[src/rtl/majority_operand_loader_if.sv]
// Handshake bundle between the operand stream source, the loader and the majority stage.
// The master modport is the source/sink side; the slave modport is the loader itself.
interface majority_operand_loader_if #(
  parameter int unsigned WIDTH = 8
);
  logic [WIDTH-1:0] in_data;
  logic             in_tag;
  logic             in_valid;
  logic             in_ready;
  logic [WIDTH-1:0] op_a;
  logic [WIDTH-1:0] op_b;
  logic             op_valid;
  logic             op_ready;

  modport master (
    output in_data,
    output in_tag,
    output in_valid,
    output op_ready,
    input  in_ready,
    input  op_a,
    input  op_b,
    input  op_valid
  );

  modport slave (
    input  in_data,
    input  in_tag,
    input  in_valid,
    input  op_ready,
    output in_ready,
    output op_a,
    output op_b,
    output op_valid
  );
endinterface

[src/rtl/majority_operand_loader.sv]
// Captures alternate stream beats as operands A and B and holds the pair stable for the
// majority stage. Optional tag order check enabled by defining MAJ_LOADER_ORDER_CHECK_EN.
module majority_operand_loader #(
  parameter int unsigned WIDTH = 8
) (
  input  logic                              clk,
  input  logic                              rst,
  majority_operand_loader_if.slave          bus,
  input  logic                              abort,
  output logic [7:0]                        pair_count,
  output logic                              order_err
);

  typedef enum logic [1:0] {
    StLoadA = 2'd0,
    StLoadB = 2'd1,
    StHold  = 2'd2
  } state_e;

  state_e           state_q, state_d;
  logic [WIDTH-1:0] op_a_q, op_a_d;
  logic [WIDTH-1:0] op_b_q, op_b_d;
  logic [7:0]       cnt_q, cnt_d;
  logic             err_q, err_d;
  logic             in_ready_q, in_ready_d;
  logic             op_valid_q, op_valid_d;

  logic             accept;
  logic             tag_bad_a;
  logic             tag_bad_b;

  assign accept = bus.in_valid && in_ready_q;

`ifdef MAJ_LOADER_ORDER_CHECK_EN
  assign tag_bad_a = bus.in_tag;
  assign tag_bad_b = !bus.in_tag;
`else
  logic unused_in_tag;
  assign unused_in_tag = bus.in_tag;
  assign tag_bad_a     = 1'b0;
  assign tag_bad_b     = 1'b0;
`endif

  always_comb begin
    state_d = state_q;
    op_a_d  = op_a_q;
    op_b_d  = op_b_q;
    cnt_d   = cnt_q;
    err_d   = err_q;
    case (state_q)
      StLoadA: begin
        if (accept) begin
          // A mistagged beat is consumed but dropped; the state does not advance.
          if (tag_bad_a) begin
            err_d = 1'b1;
          end else begin
            op_a_d  = bus.in_data;
            state_d = StLoadB;
          end
        end
      end
      StLoadB: begin
        // Abort wins over a coincident beat: the partial A is discarded, B untouched.
        if (abort) begin
          state_d = StLoadA;
        end else if (accept) begin
          if (tag_bad_b) begin
            err_d = 1'b1;
          end else begin
            op_b_d  = bus.in_data;
            state_d = StHold;
          end
        end
      end
      StHold: begin
        if (bus.op_ready) begin
          cnt_d   = cnt_q + 8'd1;
          state_d = StLoadA;
        end
      end
      default: begin
        state_d = StLoadA;
      end
    endcase
    in_ready_d = (state_d != StHold);
    op_valid_d = (state_d == StHold);
  end

  always_ff @(posedge clk) begin
    if (rst) begin
      state_q    <= StLoadA;
      op_a_q     <= '0;
      op_b_q     <= '0;
      cnt_q      <= 8'd0;
      err_q      <= 1'b0;
      in_ready_q <= 1'b1;
      op_valid_q <= 1'b0;
    end else begin
      state_q    <= state_d;
      op_a_q     <= op_a_d;
      op_b_q     <= op_b_d;
      cnt_q      <= cnt_d;
      err_q      <= err_d;
      in_ready_q <= in_ready_d;
      op_valid_q <= op_valid_d;
    end
  end

  assign bus.in_ready = in_ready_q;
  assign bus.op_valid = op_valid_q;
  assign bus.op_a     = op_a_q;
  assign bus.op_b     = op_b_q;
  assign pair_count   = cnt_q;
  assign order_err    = err_q;

  a_pair_stable: assert property (@(posedge clk) disable iff (rst)
    (op_valid_q && !bus.op_ready) |=> (op_valid_q && $stable(op_a_q) && $stable(op_b_q)));

  a_ready_valid_excl: assert property (@(posedge clk) disable iff (rst)
    (in_ready_q != op_valid_q));

endmodule

[src/flat_wrapper.sv]
// flat-port wrapper written by rule: the top's interface ports become plain ports
module majority_operand_loader_flat 
#(
  parameter int unsigned WIDTH = 8
)
  (clk, rst, abort, pair_count, order_err, bus_in_data, bus_in_tag, bus_in_valid, bus_op_ready, bus_in_ready, bus_op_a, bus_op_b, bus_op_valid);
  majority_operand_loader_if #(.WIDTH(WIDTH)) bus_i ();
  input  logic clk;
  input  logic rst;
  input  logic abort;
  output logic [7:0] pair_count;
  output logic order_err;
  input wire logic [$bits(bus_i.in_data)-1:0] bus_in_data;
  input wire logic [$bits(bus_i.in_tag)-1:0] bus_in_tag;
  input wire logic [$bits(bus_i.in_valid)-1:0] bus_in_valid;
  input wire logic [$bits(bus_i.op_ready)-1:0] bus_op_ready;
  output wire logic [$bits(bus_i.in_ready)-1:0] bus_in_ready;
  output wire logic [$bits(bus_i.op_a)-1:0] bus_op_a;
  output wire logic [$bits(bus_i.op_b)-1:0] bus_op_b;
  output wire logic [$bits(bus_i.op_valid)-1:0] bus_op_valid;
  assign bus_i.in_data = bus_in_data;
  assign bus_i.in_tag = bus_in_tag;
  assign bus_i.in_valid = bus_in_valid;
  assign bus_i.op_ready = bus_op_ready;
  assign bus_in_ready = bus_i.in_ready;
  assign bus_op_a = bus_i.op_a;
  assign bus_op_b = bus_i.op_b;
  assign bus_op_valid = bus_i.op_valid;
  majority_operand_loader #(.WIDTH(WIDTH)) u_core (.clk(clk), .rst(rst), .bus(bus_i), .abort(abort), .pair_count(pair_count), .order_err(order_err));
endmodule
[config.mk]
export PLATFORM = sky130hd
export DESIGN_NAME = majority_operand_loader_flat
export DESIGN_NICKNAME = d
export VERILOG_FILES = /design/src/rtl/majority_operand_loader_if.sv /design/src/rtl/majority_operand_loader.sv /design/src/flat_wrapper.sv
export SDC_FILE = /design/constraint.sdc
export NUM_CORES = 1
export LEC_CHECK = 0
export CAP_MARGIN = 20
export CORE_UTILIZATION = 43
export DETAILED_ROUTE_END_ITERATION = 16
export PLACE_DENSITY = 0.84
export SYNTH_ARGS = -nofsm -noshare
export SYNTH_HDL_FRONTEND = slang
export SYNTH_SLANG_ARGS = --single-unit
[constraint.sdc]
create_clock -name clk -period 1.6 [get_ports clk]
set_input_delay 0.32 -clock clk [delete_from_list [all_inputs] [get_ports clk]]
set_output_delay 0.32 -clock clk [all_outputs]
set_load 0.05 [all_outputs]
==> Flow_metrics.wiki <==
{| class="wikitable"
! Metric !! Value
|-
| Static leakage || 0.000655 uW
|-
| Global Route Usage Sum || 19.2%
|-
| Initial DRC count || 11
|-
| Setup clock skew after layout || about 0.0042 ns
|-
| Share of the yosys chip area belonging to registers || 48.8%
|-
| Wire length of the first global-routing pass || 4140 um
|-
| Clock buffer depth || 2
|-
| Critical path, cell by cell || nand3b_4, nor4_1, mux2_2
|-
| Weighted congestion reported at the end of routability-driven placement || 0.829
|-
| CTS tree || built
|-
| Run status || complete, no violations
|-
| Starting utilization of the core area || 45.9%
|-
| Time the worst path needs with I/O delays and setup || 1.41 ns
|-
| Ant. Diodes || 0
|-
| CP required || 1.83 ns
|-
| Average wire length per cell after detail routing || approximately 13 um
|-
| TritonRoute pass-1 iters || 5
|-
| Share of total power in combinational logic || 18.1%
|-
| Switching power of the nets || approximately 360 uW
|-
| Remaining DRCs || 0
|-
| Die height || 53.7 um
|-
| Die ar. || 0.00288 mm^2
|-
| DP Area || between 0.0015 and 0.002 mm^2
|-
| Share of final-layout standard cells stronger than drive strength 1 || about a quarter
|-
| Hold crit path type || register to register
|-
| Total Wirelength || 2560 um
|-
| Setup repair after global routing missed its margin || false
|-
| Area of the multi-input gates || 523 um^2
|-
| Total internal power || 950 uW
|-
| Synth Register Bits || 28
|-
| Post-synthesis instance area || 0.00115 mm^2
|-
| Maximum cell stage delay along the critical path || 0.51 ns
|-
| Htree depth || 1
|-
| Final #Nets || between 150 and 200
|-
| Via density per instance || 5.32
|-
| Count of distinct cell types in the synthesized netlist || 33
|-
| Startpoint type of the worst setup path || register
|-
| Arrival time at the worst endpoint || between 1.5 and 2 ns
|-
| Max Cap Violations || 0
|-
| Hold_ws || 0.492 ns
|-
| Maximum clock frequency || around 710 MHz
|-
| Row cnt || 18
|-
| Worst slack, placed || -0.155 ns
|-
| Synthesized instance count || approximately 130
|-
| Peak VDD IR || 0.000503 V
|-
| Category of the critical setup timing path || register to register
|-
| Die width || 53.7 um
|-
| I/O Pins || 41
|-
| Number of fillers in the final layout || 210
|-
| Half-perimeter wire length of the detailed placement result || 1990 um
|-
| Final setup viols || 0
|-
| DRT antenna net count || 0
|-
| Syn nets || 148
|-
| End-of-flow core utilization || 65.8%
|-
| Critical path's slowest cell || sky130_fd_sc_hd__dfxtp_1
|-
| Area overhead of the layout relative to synthesis || 43.1%
|-
| Clock tree root buffer cell || sky130_fd_sc_hd__clkbuf_4
|-
| Total number of clock tree sinks || 28
|-
| Maximum number of pins on one net before global-route repair || 20
|-
| Max-slew violations || 0
|-
| DR vias || 1,074
|-
| Crit. End Element || register
|-
| Insertion delay of the later-clocked pin in the worst-skew pair || 0.32 ns
|-
| Quantity of gates resized following cts || 0
|-
| Area taken by flip-flops and latches || 561 um^2
|-
| Post-Synthesis Mean Instance Area || ~8.6 um^2
|-
| Placeable core region || around 0.0025 mm^2
|-
| Number of hold buffers added after CTS || 0
|-
| Residual overflow from global routing || 0
|-
| Final worst path period share || 88.1%
|-
| Antenna violations before repair || 0
|-
| Worst-path fanout max || 8
|-
| Post-route worst setup slack || 0.191 ns
|-
| Post-CTS setup-driven buffer insertion count || 0
|-
| TritonCTS Buffers || 3
|-
| Number of warnings reported in the yosys synthesis log || 0
|-
| Final Hold Fails || 0
|-
| Share of total power in sequential cells || 56.0%
|-
| Clock transition at the register clock pins on the worst setup and hold paths after CTS || 0.15 ns
|-
| Final instance area || 0.00164 mm^2
|-
| Sw Share || 27.5%
|-
| Power density over cell area || 797 mW/mm^2
|-
| Power share of the clock group || between 20 and 30%
|-
| Number of port buffers || 38
|-
| Via count of the first global-routing pass || 1,021
|}
## layer usage
metal  wire length [um]  GRT usage (%)
met2               1350           38.9
met1               1060           19.9
met5                  0              0
met3                155           3.11
met4                  0           4.82
## power groups by stage
stage	Combinational (uW)	Sequential [uW]	Clock, uW
finish	238	735	339
global route	255	739	374
CTS	239	735	349
detailed placement	238	750	0
global placement	233	749	0
floorplan	81.1	815	0
## worst max-delay path, delay by kind of cell, from the launching register on
kind             cells  cell delay [ns]
flip-flops           1             0.51
AND/OR/NAND/NOR      2             0.45
multiplexers         1             0.36
## state kept, by name, indices dropped and copies added (netlist names)
register             cells
u_core.bus.in_ready      1
u_core.bus.op_valid      1
u_core.state_q           2
u_core.bus.op_a          8
u_core.pair_count        8
u_core.bus.op_b          8
## final cells by class
type	instances	share of cell area, %
repair buffers	46	28.9
well taps	30	2.28
clock buffers	4	2.21
inverters	3	0.685
flip-flops and latches	28	34.1
multi-input cells	91	31.8
## cells in the final DEF, fill, tap and decap left out, types with 2 or more instances in the layout
master                            synthesis  final
sky130_fd_sc_hd__clkbuf_4                 0      3
sky130_fd_sc_hd__and2_1                   2      2
sky130_fd_sc_hd__o21ai_0                 18     18
sky130_fd_sc_hd__buf_12                   0      8
sky130_fd_sc_hd__clkdlybuf4s50_1          0     12
sky130_fd_sc_hd__or3_1                    2      2
sky130_fd_sc_hd__nor2_1                   4      4
sky130_fd_sc_hd__buf_4                    1     26
sky130_fd_sc_hd__a21oi_1                 21     21
sky130_fd_sc_hd__o31ai_1                  2      2
sky130_fd_sc_hd__nand3_1                  9      9
sky130_fd_sc_hd__dfxtp_1                 28     28
sky130_fd_sc_hd__nor2b_1                  2      2
sky130_fd_sc_hd__mux2_2                   2      2
sky130_fd_sc_hd__or4_1                    2      2
sky130_fd_sc_hd__inv_1                    3      3
sky130_fd_sc_hd__nand2_1                 12     12
## per-stage QoR
| step | total power (uW) | setup TNS (ns) | cells |
|---|---|---|---|
| floorplan | 896 | 0 | 133 |
| global placement | 982 | -0.292 | 198 |
| detailed placement | 988 | -0.485 | 198 |
| CTS | 1320 | 0 | 202 |
| global route | 1370 | 0 | 202 |
| finish | 1310 | 0 | 202 |
## Yosys cell counts
| cell type | instances | share of area, % |
|---|---|---|
| sky130_fd_sc_hd__buf_4 | 1 | 0.65 |
| sky130_fd_sc_hd__nand3b_1 | 1 | 0.65 |
| sky130_fd_sc_hd__buf_6 | 1 | 0.98 |
| sky130_fd_sc_hd__o21ai_0 | 18 | 7.8 |
| sky130_fd_sc_hd__xnor2_1 | 1 | 0.76 |
| sky130_fd_sc_hd__nor4_1 | 1 | 0.55 |
| sky130_fd_sc_hd__nor2_1 | 4 | 1.3 |
| sky130_fd_sc_hd__buf_1 | 2 | 0.65 |
| sky130_fd_sc_hd__mux2_2 | 2 | 2.0 |
| sky130_fd_sc_hd__nor2b_1 | 2 | 1.1 |
| sky130_fd_sc_hd__o22ai_1 | 1 | 0.55 |
| sky130_fd_sc_hd__and4bb_2 | 1 | 1.1 |
| sky130_fd_sc_hd__and3b_2 | 1 | 0.87 |
| sky130_fd_sc_hd__nand2b_1 | 1 | 0.55 |
| sky130_fd_sc_hd__inv_1 | 3 | 0.98 |
| sky130_fd_sc_hd__nand3_1 | 9 | 3.9 |
| sky130_fd_sc_hd__nor3_1 | 1 | 0.44 |
| sky130_fd_sc_hd__nand4b_1 | 1 | 0.76 |
| sky130_fd_sc_hd__xor2_1 | 1 | 0.76 |
| sky130_fd_sc_hd__conb_1 | 1 | 0.33 |
| sky130_fd_sc_hd__nand4_1 | 1 | 0.55 |
| sky130_fd_sc_hd__and2_1 | 2 | 1.1 |
| sky130_fd_sc_hd__mux2i_1 | 1 | 0.87 |
| sky130_fd_sc_hd__or4_1 | 2 | 1.3 |
| sky130_fd_sc_hd__buf_2 | 1 | 0.44 |
| sky130_fd_sc_hd__nand3b_4 | 1 | 1.7 |
| sky130_fd_sc_hd__ha_1 | 1 | 1.1 |
| sky130_fd_sc_hd__o31ai_1 | 2 | 1.3 |
| sky130_fd_sc_hd__clkbuf_1 | 6 | 2.0 |
| sky130_fd_sc_hd__dfxtp_1 | 28 | 49 |
| sky130_fd_sc_hd__a21oi_1 | 21 | 9.2 |
| sky130_fd_sc_hd__or3_1 | 2 | 1.1 |
| sky130_fd_sc_hd__nand2_1 | 12 | 3.9 |
## path summary, 6_finish.rpt
check                           from                    to  slack (ns)  cells past startpoint
setup reg to reg   u_core.state_q[1]  u_core.pair_count[7]        0.19                      3
setup / recovery   u_core.state_q[1]  u_core.pair_count[7]        0.19                      3
hold / removal    u_core.bus.op_b[2]    u_core.bus.op_b[2]        0.49                      2
hold reg to reg   u_core.bus.op_b[2]    u_core.bus.op_b[2]        0.49                      2
## cell families after synthesis
group / after synthesis / synth area share [%]
AOI/OAI and AO/OA: 42 / 18.8
xor gates and xnor gates: 2 / 1.53
adders and majority gates: 1 / 1.09
buffers and inverters: 14 / 5.66
DFF: 28 / 48.8
muxes: 3 / 2.83
other: 1 / 0.326
and+or+nand+nor: 42 / 20.9
No activity file was read; power rests on OpenSTA's default activity.
